`config.mk`:
```
export PLATFORM = sky130hd
export DESIGN_NAME = imm_gen_pipe
export DESIGN_NICKNAME = d
export VERILOG_FILES = /design/src/rtl/imm_gen_pipe.sv
export SDC_FILE = /design/constraint.sdc
export NUM_CORES = 1
export LEC_CHECK = 0
export ABC_CLOCK_PERIOD_IN_PS = 3200
export BUFFER_PORTS_ARGS = -buffer_cell sky130_fd_sc_hd__buf_4
export CAP_MARGIN = 15
export CORE_MARGIN = 2
export CORE_UTILIZATION = 50
export CTS_BUF_LIST = sky130_fd_sc_hd__clkbuf_8
export DETAILED_ROUTE_END_ITERATION = 6
export GPL_TIMING_DRIVEN = 1
export PLACE_DENSITY = 0.76
export REMOVE_ABC_BUFFERS = 1
export SKIP_LAST_GASP = 1
export SLEW_MARGIN = 20
export SYNTH_ARGS = -nofsm -noshare
export SYNTH_HDL_FRONTEND = slang
export SYNTH_SLANG_ARGS = --single-unit
```
`constraint.sdc`:
```
create_clock -name clk -period 3.2 [get_ports clk]
set_input_delay 0.64 -clock clk [delete_from_list [all_inputs] [get_ports clk]]
set_output_delay 0.64 -clock clk [all_outputs]
set_load 0.02 [all_outputs]
```
`src/rtl/imm_gen_pipe.sv`:
```
// RV immediate generator: decodes the instruction format and immediate at the input,
// then passes each result through a two-entry output buffer (main + skid) with valid/ready flow control.
module imm_gen_pipe #(
  parameter int XLEN  = 64,
  parameter int CNT_W = 16
) (
  input  logic             clk,
  input  logic             reset,
  input  logic             in_valid,
  output logic             in_ready,
  input  logic [31:0]      in_instr,
  output logic             out_valid,
  input  logic             out_ready,
  output logic [XLEN-1:0]  out_imm,
  output logic [2:0]       out_fmt,
  output logic             out_illegal,
  output logic [CNT_W-1:0] illegal_count
);

  typedef enum logic [2:0] {
    FMT_R     = 3'd0,
    FMT_I     = 3'd1,
    FMT_S     = 3'd2,
    FMT_B     = 3'd3,
    FMT_U     = 3'd4,
    FMT_J     = 3'd5,
    FMT_SHAMT = 3'd6,
    FMT_ILL   = 3'd7
  } fmt_e;

  typedef struct packed {
    logic [XLEN-1:0] imm;
    fmt_e            fmt;
  } res_t;

  res_t             dec;
  logic [31:0]      imm32;
  logic [6:0]       opc;
  logic [2:0]       funct3;
  logic             is_shift;

  res_t             main_q, main_d, skid_q, skid_d;
  logic             main_v_q, main_v_d, skid_v_q, skid_v_d;
  logic [CNT_W-1:0] cnt_q, cnt_d;
  logic             accept, pop;

  assign opc      = in_instr[6:0];
  assign funct3   = in_instr[14:12];
  assign is_shift = (funct3 == 3'b001) || (funct3 == 3'b101);

  // Every immediate is first built as a 32-bit sign-extended value, then widened to XLEN.
  // Shift amounts have a zero top bit, so the same widening leaves them zero-extended.
  always_comb begin
    imm32   = '0;
    dec.fmt = FMT_ILL;
    unique case (opc)
      7'b0000011, 7'b1100111, 7'b1110011: begin
        dec.fmt = FMT_I;
        imm32   = {{20{in_instr[31]}}, in_instr[31:20]};
      end
      7'b0010011: begin
        if (is_shift) begin
          dec.fmt = FMT_SHAMT;
          imm32   = (XLEN == 64) ? {26'b0, in_instr[25:20]} : {27'b0, in_instr[24:20]};
        end else begin
          dec.fmt = FMT_I;
          imm32   = {{20{in_instr[31]}}, in_instr[31:20]};
        end
      end
      7'b0011011: begin
        if (is_shift) begin
          dec.fmt = FMT_SHAMT;
          imm32   = {27'b0, in_instr[24:20]};
        end else begin
          dec.fmt = FMT_I;
          imm32   = {{20{in_instr[31]}}, in_instr[31:20]};
        end
      end
      7'b0100011: begin
        dec.fmt = FMT_S;
        imm32   = {{20{in_instr[31]}}, in_instr[31:25], in_instr[11:7]};
      end
      7'b1100011: begin
        dec.fmt = FMT_B;
        imm32   = {{20{in_instr[31]}}, in_instr[7], in_instr[30:25], in_instr[11:8], 1'b0};
      end
      7'b0110111, 7'b0010111: begin
        dec.fmt = FMT_U;
        imm32   = {in_instr[31:12], 12'b0};
      end
      7'b1101111: begin
        dec.fmt = FMT_J;
        imm32   = {{12{in_instr[31]}}, in_instr[19:12], in_instr[20], in_instr[30:21], 1'b0};
      end
      7'b0110011, 7'b0111011: dec.fmt = FMT_R;
      default:                dec.fmt = FMT_ILL;
    endcase
    dec.imm = XLEN'($signed(imm32));
  end

  // Handshake: a transfer happens on a rising edge whenever valid and ready are both high
  // in the preceding cycle; in_ready depends only on the skid flop, never on out_ready.
  assign accept = in_valid && in_ready;
  assign pop    = main_v_q && out_ready;

  // accept implies the skid is empty, so a pop with skid data never coincides with an accept.
  always_comb begin
    main_d   = main_q;
    main_v_d = main_v_q;
    skid_d   = skid_q;
    skid_v_d = skid_v_q;
    cnt_d    = cnt_q;
    if (pop) begin
      if (skid_v_q) begin
        main_d   = skid_q;
        skid_v_d = 1'b0;
      end else if (accept) begin
        main_d = dec;
      end else begin
        main_v_d = 1'b0;
      end
    end else if (accept) begin
      if (!main_v_q) begin
        main_d   = dec;
        main_v_d = 1'b1;
      end else begin
        skid_d   = dec;
        skid_v_d = 1'b1;
      end
    end
    if (accept && (dec.fmt == FMT_ILL) && (cnt_q != '1)) begin
      cnt_d = cnt_q + 1'b1;
    end
  end

  always_ff @(posedge clk or posedge reset) begin
    if (reset) begin
      main_q   <= '0;
      main_v_q <= 1'b0;
      skid_q   <= '0;
      skid_v_q <= 1'b0;
      cnt_q    <= '0;
    end else begin
      main_q   <= main_d;
      main_v_q <= main_v_d;
      skid_q   <= skid_d;
      skid_v_q <= skid_v_d;
      cnt_q    <= cnt_d;
    end
  end

  assign in_ready      = ~skid_v_q;
  assign out_valid     = main_v_q;
  assign out_imm       = main_q.imm;
  assign out_fmt       = main_q.fmt;
  assign out_illegal   = (main_q.fmt == FMT_ILL);
  assign illegal_count = cnt_q;

endmodule
```
==> flow_summary.yaml <==
die:
  fp.dieH_um: 101
  die_x_um: 101
  fp.coreArea_mm2: 0.00915
  dieArea_mm2: 0.0101
  num_io_pins: 122
  initial_core_util_pct: 51.0
  rows: 35
synth:
  synth_ff_type: "dfrtp_1"
  netlist_top_cells_area: "dfrtp_1, a21oi_1, nand2_1"
  post-synth-top-area-cell: "dfrtp_1"
  synth_seq_cells: 88
  synth_area_mm2: 0.00466
  synth.distinct_cells: 50
  synth_edf_count: 0
  synth_cells: 524
  async_flop_share_pct: 100
  synth_top_area_share_pct: 47.2
  synth_warnings: 0
  syn_area_per_cell_um2: 8.90
  ys_seq_area_share_pct: 47.2
route:
  via_per_inst: 5.80
  via_count: 4168
  first_pass_iters: 5
  route.detailed.drc: 0
  post_drt_wl_per_cell_um: 16.9
  route.antenna.remaining_nets: 0
  drt_iter0_drc: 304
  drt-total-wl_mm: 12.1
critical_path:
  timing.rr.end: "illegal_count[13]"
  r2r_start: "illegal_count[5]"
  critical_path.endpoint: "skid_q[33]"
  arrival_ns: 2.84
  worst-setup-path-type: "in -> reg"
  critPathLaunch: "in_instr[6]"
  slowest_delay_ns: 0.58
  r2r_cells: 6
  critPathSlowestCell: "or4b_4"
  critPathRequiredTime_ns: 3.48
  r2r_slack_ns: 0.81
  end_kind: "register"
  worstPathCellList: "buf_4 > or4b_4 > nor3b_2 > nor2_1 > o21ai_1 > a21oi_1 > a21oi_1"
  path_max_fanout: 12
  cp-start-kind: "primary input"
  cp_common_cell: "a21oi_1"
pwr:
  p_leak_nw: 2.63
  powerDensity_mw_per_mm2: 874
  total_power_mw: 4.99
  peakVddDrop_mv: 0.499
sta:
  rsz0062_at_grt: "no"
  relSlewSlack_pct: 35.0
  slew_viol_final: 0
  period_share_pct: 80.0
  hold_viol: 0
  min_period_ns: 2.56
  setup_viol: 0
  worst_pin_slew_ns: 0.969
  fmax_ghz: 0.391
  finClkSkew_ns: 0.0124
  whs_ns: 0.389
clocking:
  root_buffer: "clkbuf_8"
  cts_setup_buffers: 0
  clock_sinks: 88
  cts_resized: 0
  clkTransAtPathRegs_ns: 0.09
  cts_hold_buf: 0
  cts_made_buffers: 9
  clk_latency_ns: 0.36
  cts_tree: "done"
  h-tree-depth: 3
  clock_path_buffers: 2
final_layout:
  finalNonFillerCells: 719
  area_delta_synth_final_pct: 22.5
  final_cell_area_mm2: 0.00571
  insertedDiodeCount: 0
  multiInputGateArea_mm2: 0.00206
  drive_above_1_share_pct: 28.8
  register_area_mm2: 0.00220
  finalNetCount: 641
  fillers: 795
min_path:
  hold_path_class: "in -> async"
status:
  outcome: "complete, no violations"
grt:
  first_global_vias: 3844
  grt_max_degree: 47
  grt_util_all_layers_pct: 24.4
  grt-ovfl-total: 0
  grt_pass1_wl_mm: 19.4
  grt_antenna_before_repair: 0
placed_design:
  placed_area_mm2: 0.00547
  place_hpwl_mm: 8.74
  gp_congestion: 0.871
  dpl.cell_count: 704
  port_buffers: 121
flow_run:
  maxCapViolCount: 0
==> registers in the layout, indices dropped and copies added, names as in the netlist <==
register       cells
illegal_count     16
out_fmt            3
out_imm           32
out_valid          1
skid_q            35
skid_v_q           1
==> Yosys cell counts (4+ instances only) <==
cell type,n
a21o_1,7
a32oi_1,4
buf_4,32
nor3_2,9
a21oi_1,59
dfrtp_1,88
o21ai_1,25
nor2b_1,4
xor2_1,13
nor3_1,12
nor2_1,37
o21ai_0,38
nand3_1,16
nand2_1,76
or3_1,4
inv_1,9
a221oi_1,12
buf_2,4
clkbuf_1,28
==> placed cells by master, fill, tap and decap left out, types with 3 or more instances in the layout <==
| cell | n |
|---|---|
| buf_4 | 133 |
| o21ai_0 | 37 |
| a21o_1 | 7 |
| nand2_1 | 76 |
| nor2b_1 | 4 |
| a221oi_1 | 12 |
| o21ai_1 | 25 |
| or3_1 | 4 |
| xor2_1 | 13 |
| mux2_1 | 3 |
| dfrtp_1 | 88 |
| a21oi_1 | 59 |
| o2111ai_1 | 3 |
| or4_1 | 3 |
| nand3_1 | 16 |
| nor3_2 | 12 |
| nor2_1 | 37 |
| nor3_1 | 9 |
| nand2b_1 | 3 |
| bufinv_16 | 3 |
| inv_1 | 8 |
| a32oi_1 | 4 |
| clkbuf_8 | 9 |
==> cell families after synthesis <==
logic type               synth area share, %
AO/OA/AOI/OAI                           20.4
XOR/XNOR                                2.63
adder cells (fa/ha/maj)                0.268
buffers and inverters                   9.04
flip-flops                              47.2
multiplexers                           0.939
AND/OR/NAND/NOR                         19.5
==> worst min-delay path by stage <==
| stage | end | cells after the start | startpoint |
|---|---|---|---|
| floorplan | skid_q[8] | 2 | skid_q[8] |
| global placement | skid_q[8] | 2 | skid_q[8] |
| detailed placement | skid_q[10] | 2 | skid_q[10] |
| CTS | out_imm[14] | 2 | reset |
| global route | illegal_count[13] | 2 | reset |
| finish | out_imm[14] | 2 | reset |
==> critical path, delay by kind of cell <==
kind,cells,cell delay (ns)
AO/OA/AOI/OAI,3,1.13
buffers and inverters,1,0.15
AND/OR/NAND/NOR,3,0.91
==> cell type report <==
type / count / area share (%)
sequential: 88 / 38.6
multi-input combinational: 361 / 36.0
timing repair buffer: 135 / 18.2
tap: 111 / 2.43
clock buffer: 9 / 2.17
clock inverter: 6 / 2.02
inverter: 9 / 0.613
==> routing by layer <==
| layer | wire, µm | GRT usage, % | vias to the layer above |
|---|---|---|---|
| li1 | - | - | 1957 |
| met1 | 5530 | 33.7 | 2063 |
| met2 | 5940 | 40.1 | 137 |
| met3 | 530 | 3.68 | 11 |
| met4 | 134 | 7.17 | 0 |
| met5 | 0 | 0 | - |
==> through the flow <==
stage	setup TNS (ns)	util (%)	setup WS (ns)
2_1_floorplan	-56.80	-	-1.67
3_3_place_gp	0	59.8	0.396
3_5_place_dp	0	59.8	0.289
4_1_cts	0	62.4	0.664
5_1_grt	0	62.4	0.497
6_report	0	62.4	0.641
==> power breakdown <==
group	internal, mW	leakage (nW)	switching (mW)	total, mW
logic	0.878	1.40	1.31	2.19
clock network	0.520	0.116	0.412	0.932
registers	1.55	1.12	0.324	1.87
total	2.95	2.63	2.05	4.99
Note: power is estimated with default switching activity, not from simulation.
